<file path="src/rtl/dram_sequencer_if.sv">
// Request/response port between the chip-internal DRAM wrapper and dram_sequencer.
// The master drives requests; the slave (the sequencer) returns read data and completions.
interface dram_sequencer_if;
  logic        req_valid;
  logic        req_ready;
  logic        req_write;
  logic [20:0] req_addr;
  logic [1:0]  req_len;
  logic [31:0] req_wdata;
  logic [3:0]  req_wstrb;
  logic        rsp_valid;
  logic [31:0] rsp_rdata;
  logic        rsp_last;

  modport master (
    output req_valid, req_write, req_addr, req_len, req_wdata, req_wstrb,
    input  req_ready, rsp_valid, rsp_rdata, rsp_last
  );

  modport slave (
    input  req_valid, req_write, req_addr, req_len, req_wdata, req_wstrb,
    output req_ready, rsp_valid, rsp_rdata, rsp_last
  );
endinterface

</file>
<file path="src/rtl/dram_sequencer.sv">
// Open-row DRAM command sequencer: single-word writes and 1-4 beat incrementing reads,
// with programmable PRECHARGE->ACTIVATE, ACTIVATE->column and WRITE hold spacing.
module dram_sequencer #(
  parameter int T_RP  = 5,
  parameter int T_RCD = 5,
  parameter int T_WR  = 5
) (
  input  logic            dram_clk,
  input  logic            dram_rst,
  dram_sequencer_if.slave req,
  output logic            DRAM_CSn,
  output logic            DRAM_RASn,
  output logic            DRAM_CASn,
  output logic [3:0]      DRAM_WEn,
  output logic [10:0]     DRAM_A,
  output logic [31:0]     DRAM_D,
  input  logic [31:0]     DRAM_Q,
  input  logic            DRAM_valid
);
  localparam int T_MAX  = (T_RP > T_RCD) ? ((T_RP > T_WR) ? T_RP : T_WR)
                                         : ((T_RCD > T_WR) ? T_RCD : T_WR);
  localparam int WAIT_W = $clog2(T_MAX) + 1;
  localparam logic [WAIT_W-1:0] RP_LOAD  = WAIT_W'(T_RP - 1);
  localparam logic [WAIT_W-1:0] RCD_LOAD = WAIT_W'(T_RCD - 1);
  localparam logic [WAIT_W-1:0] WR_LOAD  = WAIT_W'(T_WR - 1);
  localparam logic [WAIT_W-1:0] WAIT_ZERO = {WAIT_W{1'b0}};
  localparam logic [WAIT_W-1:0] WAIT_ONE  = WAIT_W'(1);

  typedef enum logic [2:0] {
    IDLE    = 3'd0,
    PRE     = 3'd1,
    ACT     = 3'd2,
    RD      = 3'd3,
    RD_WAIT = 3'd4,
    WR      = 3'd5,
    RESP    = 3'd6
  } state_t;

  state_t            state_r, state_next_s;
  logic [WAIT_W-1:0] wait_r, wait_next_s;
  logic [9:0]        col_r, col_next_s;
  logic [10:0]       row_r, row_next_s, open_row_r;
  logic              row_open_r;
  logic [1:0]        beats_r, beats_next_s;
  logic              write_r, write_s;
  logic [31:0]       wdata_r, wdata_s;
  logic [3:0]        wstrb_r, wstrb_s;

  logic              cs_n_s, ras_n_s, cas_n_s;
  logic [3:0]        we_n_s;
  logic [10:0]       a_s;
  logic [31:0]       d_s;

  logic              cs_n_r, ras_n_r, cas_n_r;
  logic [3:0]        we_n_r;
  logic [10:0]       a_r;
  logic [31:0]       d_r;
  logic              req_ready_r, rsp_valid_r, rsp_last_r;
  logic [31:0]       rsp_rdata_r;

  // Next state, wait counter, column/beat bookkeeping and request capture
  always_comb begin
    state_next_s = state_r;
    wait_next_s  = wait_r;
    col_next_s   = col_r;
    row_next_s   = row_r;
    beats_next_s = beats_r;
    write_s      = write_r;
    wdata_s      = wdata_r;
    wstrb_s      = wstrb_r;
    case (state_r)
      IDLE: begin
        if (req.req_valid && req_ready_r) begin
          write_s      = req.req_write;
          wdata_s      = req.req_wdata;
          wstrb_s      = req.req_wstrb;
          row_next_s   = req.req_addr[20:10];
          col_next_s   = req.req_addr[9:0];
          beats_next_s = req.req_write ? 2'd0 : req.req_len;
          if (row_open_r && (req.req_addr[20:10] == open_row_r)) begin
            state_next_s = req.req_write ? WR : RD;
            wait_next_s  = req.req_write ? WR_LOAD : WAIT_ZERO;
          end else if (!row_open_r) begin
            state_next_s = ACT;
            wait_next_s  = RCD_LOAD;
          end else begin
            state_next_s = PRE;
            wait_next_s  = RP_LOAD;
          end
        end else begin
          state_next_s = IDLE;
        end
      end
      PRE: begin
        if (wait_r == WAIT_ZERO) begin
          state_next_s = ACT;
          wait_next_s  = RCD_LOAD;
        end else begin
          wait_next_s  = wait_r - WAIT_ONE;
        end
      end
      ACT: begin
        if (wait_r == WAIT_ZERO) begin
          state_next_s = write_r ? WR : RD;
          wait_next_s  = write_r ? WR_LOAD : WAIT_ZERO;
        end else begin
          wait_next_s  = wait_r - WAIT_ONE;
        end
      end
      RD: begin
        state_next_s = RD_WAIT;
      end
      RD_WAIT: begin
        if (DRAM_valid) begin
          state_next_s = RESP;
        end else begin
          state_next_s = RD_WAIT;
        end
      end
      WR: begin
        if (wait_r == WAIT_ZERO) begin
          state_next_s = RESP;
        end else begin
          wait_next_s  = wait_r - WAIT_ONE;
        end
      end
      RESP: begin
        // Column increments wrap inside the open row; no new ACTIVATE is needed
        if (beats_r != 2'd0) begin
          state_next_s = RD;
          beats_next_s = beats_r - 2'd1;
          col_next_s   = col_r + 10'd1;
        end else begin
          state_next_s = IDLE;
        end
      end
      default: begin
        state_next_s = IDLE;
      end
    endcase
  end

  // Pin command for the state being entered; registered on the next edge
  always_comb begin
    cs_n_s  = 1'b1;
    ras_n_s = 1'b1;
    cas_n_s = 1'b1;
    we_n_s  = 4'hF;
    a_s     = 11'h000;
    d_s     = 32'h0000_0000;
    case (state_next_s)
      PRE: begin
        if (state_r != PRE) begin
          cs_n_s  = 1'b0;
          ras_n_s = 1'b0;
          we_n_s  = 4'h0;
        end else begin
          cs_n_s  = 1'b1;
        end
      end
      ACT: begin
        if (state_r != ACT) begin
          cs_n_s  = 1'b0;
          ras_n_s = 1'b0;
          a_s     = row_next_s;
        end else begin
          cs_n_s  = 1'b1;
        end
      end
      RD: begin
        cs_n_s  = 1'b0;
        cas_n_s = 1'b0;
        a_s     = {1'b0, col_next_s};
      end
      WR: begin
        cs_n_s  = 1'b0;
        cas_n_s = 1'b0;
        we_n_s  = ~wstrb_s;
        a_s     = {1'b0, col_next_s};
        d_s     = wdata_s;
      end
      default: begin
        cs_n_s  = 1'b1;
      end
    endcase
  end

  // Sequencer state, captured request and open-row tracking
  always_ff @(posedge dram_clk or posedge dram_rst) begin
    if (dram_rst) begin
      state_r    <= IDLE;
      wait_r     <= WAIT_ZERO;
      col_r      <= 10'h000;
      row_r      <= 11'h000;
      beats_r    <= 2'd0;
      write_r    <= 1'b0;
      wdata_r    <= 32'h0000_0000;
      wstrb_r    <= 4'h0;
      row_open_r <= 1'b0;
      open_row_r <= 11'h000;
    end else begin
      state_r <= state_next_s;
      wait_r  <= wait_next_s;
      col_r   <= col_next_s;
      row_r   <= row_next_s;
      beats_r <= beats_next_s;
      write_r <= write_s;
      wdata_r <= wdata_s;
      wstrb_r <= wstrb_s;
      if ((state_r == PRE) && (state_next_s != PRE)) begin
        row_open_r <= 1'b0;
      end else if ((state_r == ACT) && (state_next_s != ACT)) begin
        row_open_r <= 1'b1;
        open_row_r <= row_r;
      end
    end
  end

  // Registered DRAM pins and response port
  always_ff @(posedge dram_clk or posedge dram_rst) begin
    if (dram_rst) begin
      cs_n_r      <= 1'b1;
      ras_n_r     <= 1'b1;
      cas_n_r     <= 1'b1;
      we_n_r      <= 4'hF;
      a_r         <= 11'h000;
      d_r         <= 32'h0000_0000;
      req_ready_r <= 1'b0;
      rsp_valid_r <= 1'b0;
      rsp_last_r  <= 1'b0;
      rsp_rdata_r <= 32'h0000_0000;
    end else begin
      cs_n_r      <= cs_n_s;
      ras_n_r     <= ras_n_s;
      cas_n_r     <= cas_n_s;
      we_n_r      <= we_n_s;
      a_r         <= a_s;
      d_r         <= d_s;
      req_ready_r <= (state_next_s == IDLE);
      rsp_valid_r <= (state_next_s == RESP);
      rsp_last_r  <= (state_next_s == RESP) && (beats_r == 2'd0);
      rsp_rdata_r <= ((state_r == RD_WAIT) && (state_next_s == RESP)) ? DRAM_Q : 32'h0000_0000;
    end
  end

  assign DRAM_CSn      = cs_n_r;
  assign DRAM_RASn     = ras_n_r;
  assign DRAM_CASn     = cas_n_r;
  assign DRAM_WEn      = we_n_r;
  assign DRAM_A        = a_r;
  assign DRAM_D        = d_r;
  assign req.req_ready = req_ready_r;
  assign req.rsp_valid = rsp_valid_r;
  assign req.rsp_last  = rsp_last_r;
  assign req.rsp_rdata = rsp_rdata_r;
endmodule

</file>
<file path="src/flat_wrapper.sv">
// flat-port wrapper written by rule: the top's interface ports become plain ports
module dram_sequencer_flat 
#(
  parameter int T_RP  = 5,
  parameter int T_RCD = 5,
  parameter int T_WR  = 5
)
  (dram_clk, dram_rst, DRAM_CSn, DRAM_RASn, DRAM_CASn, DRAM_WEn, DRAM_A, DRAM_D, DRAM_Q, DRAM_valid, req_req_valid, req_req_write, req_req_addr, req_req_len, req_req_wdata, req_req_wstrb, req_req_ready, req_rsp_valid, req_rsp_rdata, req_rsp_last);
  dram_sequencer_if req_i ();
  input  logic dram_clk;
  input  logic dram_rst;
  output logic DRAM_CSn;
  output logic DRAM_RASn;
  output logic DRAM_CASn;
  output logic [3:0] DRAM_WEn;
  output logic [10:0] DRAM_A;
  output logic [31:0] DRAM_D;
  input  logic [31:0] DRAM_Q;
  input  logic DRAM_valid;
  input wire logic [$bits(req_i.req_valid)-1:0] req_req_valid;
  input wire logic [$bits(req_i.req_write)-1:0] req_req_write;
  input wire logic [$bits(req_i.req_addr)-1:0] req_req_addr;
  input wire logic [$bits(req_i.req_len)-1:0] req_req_len;
  input wire logic [$bits(req_i.req_wdata)-1:0] req_req_wdata;
  input wire logic [$bits(req_i.req_wstrb)-1:0] req_req_wstrb;
  output wire logic [$bits(req_i.req_ready)-1:0] req_req_ready;
  output wire logic [$bits(req_i.rsp_valid)-1:0] req_rsp_valid;
  output wire logic [$bits(req_i.rsp_rdata)-1:0] req_rsp_rdata;
  output wire logic [$bits(req_i.rsp_last)-1:0] req_rsp_last;
  assign req_i.req_valid = req_req_valid;
  assign req_i.req_write = req_req_write;
  assign req_i.req_addr = req_req_addr;
  assign req_i.req_len = req_req_len;
  assign req_i.req_wdata = req_req_wdata;
  assign req_i.req_wstrb = req_req_wstrb;
  assign req_req_ready = req_i.req_ready;
  assign req_rsp_valid = req_i.rsp_valid;
  assign req_rsp_rdata = req_i.rsp_rdata;
  assign req_rsp_last = req_i.rsp_last;
  dram_sequencer #(.T_RP(T_RP), .T_RCD(T_RCD), .T_WR(T_WR)) u_core (.dram_clk(dram_clk), .dram_rst(dram_rst), .req(req_i), .DRAM_CSn(DRAM_CSn), .DRAM_RASn(DRAM_RASn), .DRAM_CASn(DRAM_CASn), .DRAM_WEn(DRAM_WEn), .DRAM_A(DRAM_A), .DRAM_D(DRAM_D), .DRAM_Q(DRAM_Q), .DRAM_valid(DRAM_valid));
endmodule
</file>
<file path="config.mk">
export PLATFORM = sky130hd
export DESIGN_NAME = dram_sequencer_flat
export DESIGN_NICKNAME = d
export VERILOG_FILES = /design/src/rtl/dram_sequencer_if.sv /design/src/rtl/dram_sequencer.sv /design/src/flat_wrapper.sv
export SDC_FILE = /design/constraint.sdc
export NUM_CORES = 1
export LEC_CHECK = 0
export CAP_MARGIN = 5
export CELL_PAD_IN_SITES_DETAIL_PLACEMENT = 1
export CELL_PAD_IN_SITES_GLOBAL_PLACEMENT = 2
export CORE_MARGIN = 3
export CORE_UTILIZATION = 30
export CTS_CLUSTER_SIZE = 20
export DETAILED_ROUTE_END_ITERATION = 12
export DONT_BUFFER_PORTS = 1
export PLACE_DENSITY = 0.74
export SLEW_MARGIN = 20
export SYNTH_ARGS = -nofsm -noshare
export SYNTH_HDL_FRONTEND = slang
export SYNTH_SLANG_ARGS = --single-unit
export TNS_END_PERCENT = 100
</file>
<file path="constraint.sdc">
create_clock -name dram_clk -period 4.61 [get_ports dram_clk]
set_input_delay 0.461 -clock dram_clk [delete_from_list [all_inputs] [get_ports dram_clk]]
set_output_delay 0.461 -clock dram_clk [all_outputs]
set_load 0.02 [all_outputs]
</file>
[Word level (Yosys, flattened, before mapping)]
Index checks and enable logic that the tools add are counted.
Storage, ports and cells
  register bits after elaboration: 164
  memory bits (writable): 0
  bits in latches: 0
  memories kept: 0
  output and inout bits: 85
  logic and storage cells: 108
  bits in read-only memories: 0
Operators by class
  multipliers: 0
  magnitude comparators: 0
  muxes and demuxes: 45
  shift operators: 0
  reduce and logical (&&, ||, !) cells: 19
  div/mod/pow operators: 0
  add/subtract/negate cells: 3
  equal/unequal tests: 19
  bitwise logic cells: 2
Operators with widths (count)
  $mux W32: 4
  $mux W11: 3
  $mux W4: 8
  $mux W3: 9
  $pmux W11 S2: 1
  $pmux W3 S7: 1
  $mux W10: 2
  $pmux W10 S2: 1
  $pmux W4 S4: 1
  $eq A3 B3 Y1 const B: 5
  $eq A3 B2 Y1 const B: 4
  $mux W2: 6
  $eq A11 B11 Y1: 1
  $add A10 B1 Y10 const B: 1
  $pmux W4 S2: 1
  $eq A3 B1 Y1 const B: 2
  $logic_and A1 B1 Y1: 6
  $logic_not A3 Y1: 2
  $ne A3 B1 Y1 const B: 2
  $ne A3 B2 Y1 const B: 2
  $reduce_and A3 Y1: 2
  $reduce_bool A2 Y1: 3
  $mux W1: 5
  $logic_not A4 Y1: 1
  13 further kinds: 15

[Logic depth before layout (Yosys ltp)]
  depth in word-level cells: 9
  depth in mapped cells: 9
  depth with buffers taken out: 8

[Worst setup path after synthesis]
Ideal clock, no wire load.
  kind: flip-flop to flip-flop
  start: reg u_core.beats_r[0]
  end: reg u_core.a_r[8], in the netlist u_core.DRAM_A[8]
  data required time: 4490 ps
  data arrival time: 1905 ps
  path slack: 2586 ps
  stages on the path, launching flop included: 8
  period minus slack after synthesis: 2024 ps
  cells stage by stage: dfrtp_1 -> inv_1 -> ha_1 -> nand4b_1 -> or3_4 -> o211a_1 -> a211o_1 -> a31o_1
RTL lines
  start: declaration: RTL line dram_sequencer.sv:44  | logic [1:0] beats_r, beats_next_s;
  start signal: assignment: RTL line dram_sequencer.sv:206  | beats_r <= beats_next_s;
  $reduce_bool A2 Y1: RTL line dram_sequencer.sv:129  | if (beats_r != 2'd0) begin
  $mux W10: RTL line dram_sequencer.sv:129
  $pmux W10 S2: RTL line dram_sequencer.sv:71  | case (state_r)
  net u_core.col_next_s[8]: RTL line dram_sequencer.sv:41  | logic [9:0] col_r, col_next_s;
  $pmux W11 S2: RTL line dram_sequencer.sv:151  | case (state_next_s)
  net u_core.a_s[8]: RTL line dram_sequencer.sv:51  | logic [10:0] a_s;
  end signal: assignment: RTL line dram_sequencer.sv:237  | a_r <= a_s;
  end: declaration: RTL line dram_sequencer.sv:56  | logic [10:0] a_r;
The timed path passes the listed nets, and every way through them passes these cells.
A chain may end at the register's enable or synchronous reset.

[Final worst setup path]
  start: reg u_core.wait_r[0]
  end: reg u_core.we_n_r[3], in the netlist u_core.DRAM_WEn[3]
On the way
  cells in the longest elaborated chain, start to end: 5
RTL lines
  start: declaration: RTL line dram_sequencer.sv:40  | logic [WAIT_W-1:0] wait_r, wait_next_s;
  start signal: assignment: RTL line dram_sequencer.sv:203  | wait_r <= wait_next_s;
  $logic_not A4 Y1 *: RTL line dram_sequencer.sv:95, dram_sequencer.sv:103, dram_sequencer.sv:121
  $mux W3 (on tied branches): RTL line dram_sequencer.sv:121, dram_sequencer.sv:95, dram_sequencer.sv:103
  $pmux W3 S7 *: RTL line dram_sequencer.sv:71
  $eq A3 B3 Y1 / $eq A3 B1 Y1 (equally long branches): RTL line dram_sequencer.sv:151
  $pmux W4 S2 *: RTL line dram_sequencer.sv:151
  net u_core.we_n_s[3]: RTL line dram_sequencer.sv:50  | logic [3:0] we_n_s;
  end signal: assignment: RTL line dram_sequencer.sv:236  | we_n_r <= we_n_s;
  end: declaration: RTL line dram_sequencer.sv:55  | logic [3:0] we_n_r;
The timed path passes the listed nets; every way through them passes the cells marked *.

==> flow_summary.html <==
<table>
<tr><th>Metric</th><th>Value</th></tr>
<tr><th colspan="2">Job</th></tr>
<tr><td>Max-cap check violation count</td><td>0</td></tr>
<tr><th colspan="2">Clock network</th></tr>
<tr><td>Post-CTS setup repair buffer count</td><td>0</td></tr>
<tr><td>Clock transition at path regs</td><td>~70 ps</td></tr>
<tr><td>Worst-skew pair later-pin latency</td><td>420 ps</td></tr>
<tr><td>CTS sink count</td><td>~160</td></tr>
<tr><td>Root buffer cell</td><td>clkbuf_16</td></tr>
<tr><td>Inserted Clock Buffers</td><td>17</td></tr>
<tr><td>Post-cts sizing count</td><td>0</td></tr>
<tr><td>Hold-fix buffers, CTS</td><td>0</td></tr>
<tr><td>Clock Path Buffers</td><td>2</td></tr>
<tr><td>TritonCTS clock tree</td><td>done</td></tr>
<tr><td>H-tree depth</td><td>4</td></tr>
<tr><th colspan="2">Worst setup path</th></tr>
<tr><td>Crit Reg-Reg Endpoint</td><td>u_core.DRAM_WEn[3]</td></tr>
<tr><td>Reg-to-reg slack, setup</td><td>~1800 ps</td></tr>
<tr><td>Cell-by-cell listing of the critical path</td><td>inv_1 &gt; ha_1 &gt; nor3b_2 &gt; a21o_1 &gt; nand4_1 &gt; nor4_2 &gt; o21ai_0</td></tr>
<tr><td>Data required time of the critical path</td><td>slightly below 5000 ps</td></tr>
<tr><td>Crit. End Element</td><td>register</td></tr>
<tr><td>Worst reg2reg path depth</td><td>7</td></tr>
<tr><td>Worst Setup Path Type</td><td>reg -&gt; reg</td></tr>
<tr><td>Startpoint type of the worst setup path</td><td>register</td></tr>
<tr><td>Origin of the critical flop-to-flop path</td><td>u_core.wait_r[0]</td></tr>
<tr><td>Peak fanout along the critical path</td><td>14</td></tr>
<tr><td>Slowest cell on the critical path</td><td>nor4_2</td></tr>
<tr><td>Slowest Stage Delay on Critical Path</td><td>just over 700 ps</td></tr>
<tr><td>Arrival @ worst endpoint</td><td>just over 3000 ps</td></tr>
<tr><th colspan="2">Routing</th></tr>
<tr><td>Average wire per cell in the routed design</td><td>around 20 um</td></tr>
<tr><td>Via count</td><td>4236</td></tr>
<tr><td>Starting DRT DRC Count</td><td>240</td></tr>
<tr><td>Number of routed nets with antenna violations</td><td>0</td></tr>
<tr><td>DRC</td><td>0</td></tr>
<tr><td>Total iterations of the first detailed-routing run</td><td>4</td></tr>
<tr><td>Avg Vias per Cell</td><td>approximately 5</td></tr>
<tr><td>Wirelength, routed</td><td>roughly 17 mm</td></tr>
<tr><th colspan="2">Placement</th></tr>
<tr><td>Number of buffers added on ports</td><td>0</td></tr>
<tr><td>Final weighted congestion in routability-driven placement</td><td>0.842</td></tr>
<tr><td>Sum of net half-perimeters after detailed placement</td><td>between 10 and 15 mm</td></tr>
<tr><th colspan="2">Power and ir drop</th></tr>
<tr><td>Total power divided by cell area</td><td>~700 mW/mm^2</td></tr>
<tr><td>Clock network fraction of design power</td><td>0.266</td></tr>
<tr><td>Int Power</td><td>3260 uW</td></tr>
<tr><td>Fraction of power spent switching nets</td><td>0.368</td></tr>
<tr><td>Net switching power</td><td>1890 uW</td></tr>
<tr><td>VDD IR max</td><td>0.000249 V</td></tr>
<tr><td>Share of power burned in combinational logic</td><td>0.297</td></tr>
<tr><td>Leakage power summed over all cells</td><td>0.00355 uW</td></tr>
<tr><td>Sequential power share</td><td>0.437</td></tr>
<tr><th colspan="2">Timing</th></tr>
<tr><td>Final-report setup violation count</td><td>0</td></tr>
<tr><td>Worst slew pin tran</td><td>roughly 920 ps</td></tr>
<tr><td>Achievable frequency</td><td>between 300 and 400 MHz</td></tr>
<tr><td>Setup TNS</td><td>0 ps</td></tr>
<tr><td>Clock period minus final worst setup slack</td><td>~2800 ps</td></tr>
<tr><td>Part of the cycle the worst path needs</td><td>0.599</td></tr>
<tr><td>Largest clock skew in the final design</td><td>10.4 ps</td></tr>
<tr><td>Headroom to the max-slew limit</td><td>0.389</td></tr>
<tr><td>RSZ-0062 raised after global routing</td><td>no</td></tr>
<tr><td>Final max-slew violation count</td><td>0</td></tr>
<tr><td>Final-report hold violation count</td><td>0</td></tr>
<tr><th colspan="2">Synth</th></tr>
<tr><td>Avg Cell Area, Syn</td><td>between 10 and 15 um^2</td></tr>
<tr><td>Fraction of synthesized cell area taken by the top area cell type</td><td>0.592</td></tr>
<tr><td>Fraction of registers with async set or reset after synthesis</td><td>1.00</td></tr>
<tr><td>Distinct cell type count after synthesis</td><td>63</td></tr>
<tr><td>Library cell with the largest summed area after synthesis</td><td>dfrtp_1</td></tr>
<tr><td>Post-synthesis sequential element count</td><td>about 160</td></tr>
<tr><td>Net count after synthesis</td><td>674</td></tr>
<tr><td>Number of enable flip-flop cells after synthesis</td><td>0</td></tr>
<tr><td>Most area-consuming cells after synthesis</td><td>dfrtp_1, nand2_1, nor3b_1, mux2_2, and2_1</td></tr>
<tr><td>Synthesized instance count</td><td>around 580</td></tr>
<tr><td>Commonest register cell after synthesis</td><td>dfrtp_1</td></tr>
<tr><td>Share of synthesized area occupied by flip-flops and latches</td><td>0.619</td></tr>
<tr><td>Post-synthesis instance area</td><td>roughly 0.0066 mm^2</td></tr>
<tr><td>Yosys Warn Count</td><td>0</td></tr>
<tr><th colspan="2">Outcome</th></tr>
<tr><td>Result of the run</td><td>finished clean</td></tr>
<tr><th colspan="2">Global routing</th></tr>
<tr><td>Number of antenna violations at the first check in global routing</td><td>0</td></tr>
<tr><td>First-pass GRT wire length</td><td>27.1 mm</td></tr>
<tr><td>Number of global-route vias before repair</td><td>4721</td></tr>
<tr><td>Global routing usage summed across all routing layers</td><td>0.145</td></tr>
<tr><td>Global route total overflow</td><td>0</td></tr>
<tr><td>Largest net degree at the start of global routing</td><td>~170</td></tr>
<tr><th colspan="2">Final layout</th></tr>
<tr><td>Commonest cells after routing, fill and taps aside</td><td>dfrtp_1, nand2_1, and2_1</td></tr>
<tr><td>Layout area overhead</td><td>12.9%</td></tr>
<tr><td>Most common library cell in the layout ignoring fill and taps</td><td>dfrtp_1</td></tr>
<tr><td>Share of layout cells above drive strength 1</td><td>0.159</td></tr>
<tr><td>Net count, final</td><td>approximately 670</td></tr>
<tr><td>Share of the core filled with cells in the final layout</td><td>0.351</td></tr>
<tr><td>Antenna fix cells</td><td>0</td></tr>
<tr><th colspan="2">Die</th></tr>
<tr><td>Area of the die</td><td>0.0240 mm^2</td></tr>
<tr><td>Floorplan die width</td><td>around 150 um</td></tr>
<tr><td>Height of the chip</td><td>approximately 150 um</td></tr>
<tr><td>Floorplan row count</td><td>between 50 and 60</td></tr>
<tr><td>Core region area</td><td>approximately 0.021 mm^2</td></tr>
<tr><td>Effective utilization at floorplan</td><td>0.311</td></tr>
<tr><td>Num ports</td><td>181</td></tr>
<tr><th colspan="2">Hold path</th></tr>
<tr><td>Hold/Removal Path Class</td><td>in -&gt; async</td></tr>
</table>
## per-layer routing
metal,GRT usage,share of wire,vias to the layer above
met4,0.0265,0.0062,0
met5,0,0,-
met3,0.0610,0.082,11
met2,0.232,0.47,144
met1,0.188,0.44,2127
li1,-,-,1954
## how the worst max path moves through the flow
| stage | from | endpoint | slack, ps |
|---|---|---|---|
| CTS | u_core.state_r[2] | u_core.DRAM_A[3] | 1830 |
| floorplan | dram_rst | u_core.DRAM_A[0] | 2070 |
| detailed placement | u_core.state_r[2] | u_core.DRAM_A[1] | 1840 |
| finish | u_core.wait_r[0] | u_core.DRAM_WEn[3] | 1850 |
| global route | u_core.wait_r[0] | u_core.DRAM_WEn[3] | 1490 |
| global placement | u_core.wait_r[0] | u_core.DRAM_WEn[2] | 1970 |
## worst max-delay path, delay by kind of cell, from the launching register on
family	cells	cell delay (ps)
buffers and inverters	1	80
adder cells (fa/ha/maj)	1	200
AND/OR/NAND/NOR	3	1570
AO/OA/AOI/OAI	2	380
flip-flops	1	400
## state kept, by name, indices dropped and copies added (netlist names), 3 cells and up
| name | count |
|---|---|
| u_core.DRAM_D | 32 |
| u_core.req.rsp_rdata | 32 |
| u_core.wdata_r | 32 |
| u_core.DRAM_A | 11 |
| u_core.open_row_r | 11 |
| u_core.row_r | 11 |
| u_core.col_r | 10 |
| u_core.DRAM_WEn | 4 |
| u_core.wait_r | 4 |
| u_core.wstrb_r | 4 |
| u_core.state_r | 3 |
## area by class of cell
cell class | count | area [um^2]
fillers | 2323 | 13900
flip-flops and latches | 164 | 4110
multi-input cells | 371 | 2350
clock buffers | 19 | 453
well taps | 275 | 344
clock inverters | 13 | 121
repair buffers | 8 | 72.6
inverters | 10 | 41.3
## power groups by stage
stage / Clock [uW] / Sequential, uW / Combinational, uW
6_report: 1370 / 2250 / 1530
4_1_cts: 1410 / 2250 / 1560
5_1_grt: 1490 / 2300 / 1750
3_3_place_gp: 0 / 2250 / 1480
2_1_floorplan: 0 / 2160 / 1230
3_5_place_dp: 0 / 2270 / 1550
## cells by family (layout without fill, tap and decap cells)
| group | count (synthesis) | count (layout) | share of synthesized area |
|---|---|---|---|
| and+or+nand+nor | 256 | 256 | 0.206 |
| DFF | 164 | 164 | 0.619 |
| AOI/OAI and AO/OA | 78 | 78 | 0.0876 |
| buffers and inverters | 40 | 50 | 0.0286 |
| muxes | 21 | 21 | 0.0356 |
| xor gates and xnor gates | 13 | 13 | 0.0172 |
| adders and majority gates | 3 | 3 | 0.00565 |
## metrics by stage
| step | total power (uW) | setup WS, ps | std cells | instance area [um^2] | hold slack [ps] |
|---|---|---|---|---|---|
| after floorplan | 3390 | 2070 | 575 | 6640 | 434 |
| after global routing | 5540 | 1490 | 860 | 7490 | 136 |
| after detailed placement | 3820 | 1840 | 828 | 6920 | 457 |
| after CTS | 5220 | 1830 | 860 | 7490 | 145 |
| final | 5150 | 1850 | 860 | 7490 | 142 |
| after global placement | 3730 | 1970 | 828 | 6920 | 446 |
## Yosys cell counts (3+ instances only)
cell type	number
a221o_1	3
clkbuf_1	7
o21ai_0	18
dfrtp_1	157
nand2b_1	4
mux2_2	21
nor3_1	4
inv_1	9
o311ai_1	3
nor2_1	13
a21oi_1	11
xnor2_1	11
dfstp_2	7
a31o_2	10
nand4_1	5
nand3_1	4
nor4_2	3
ha_1	3
a21o_1	3
o211a_1	11
and2_1	36
nor3b_1	34
buf_2	20
nand2_1	129
Note: power is estimated with default switching activity, not from simulation.
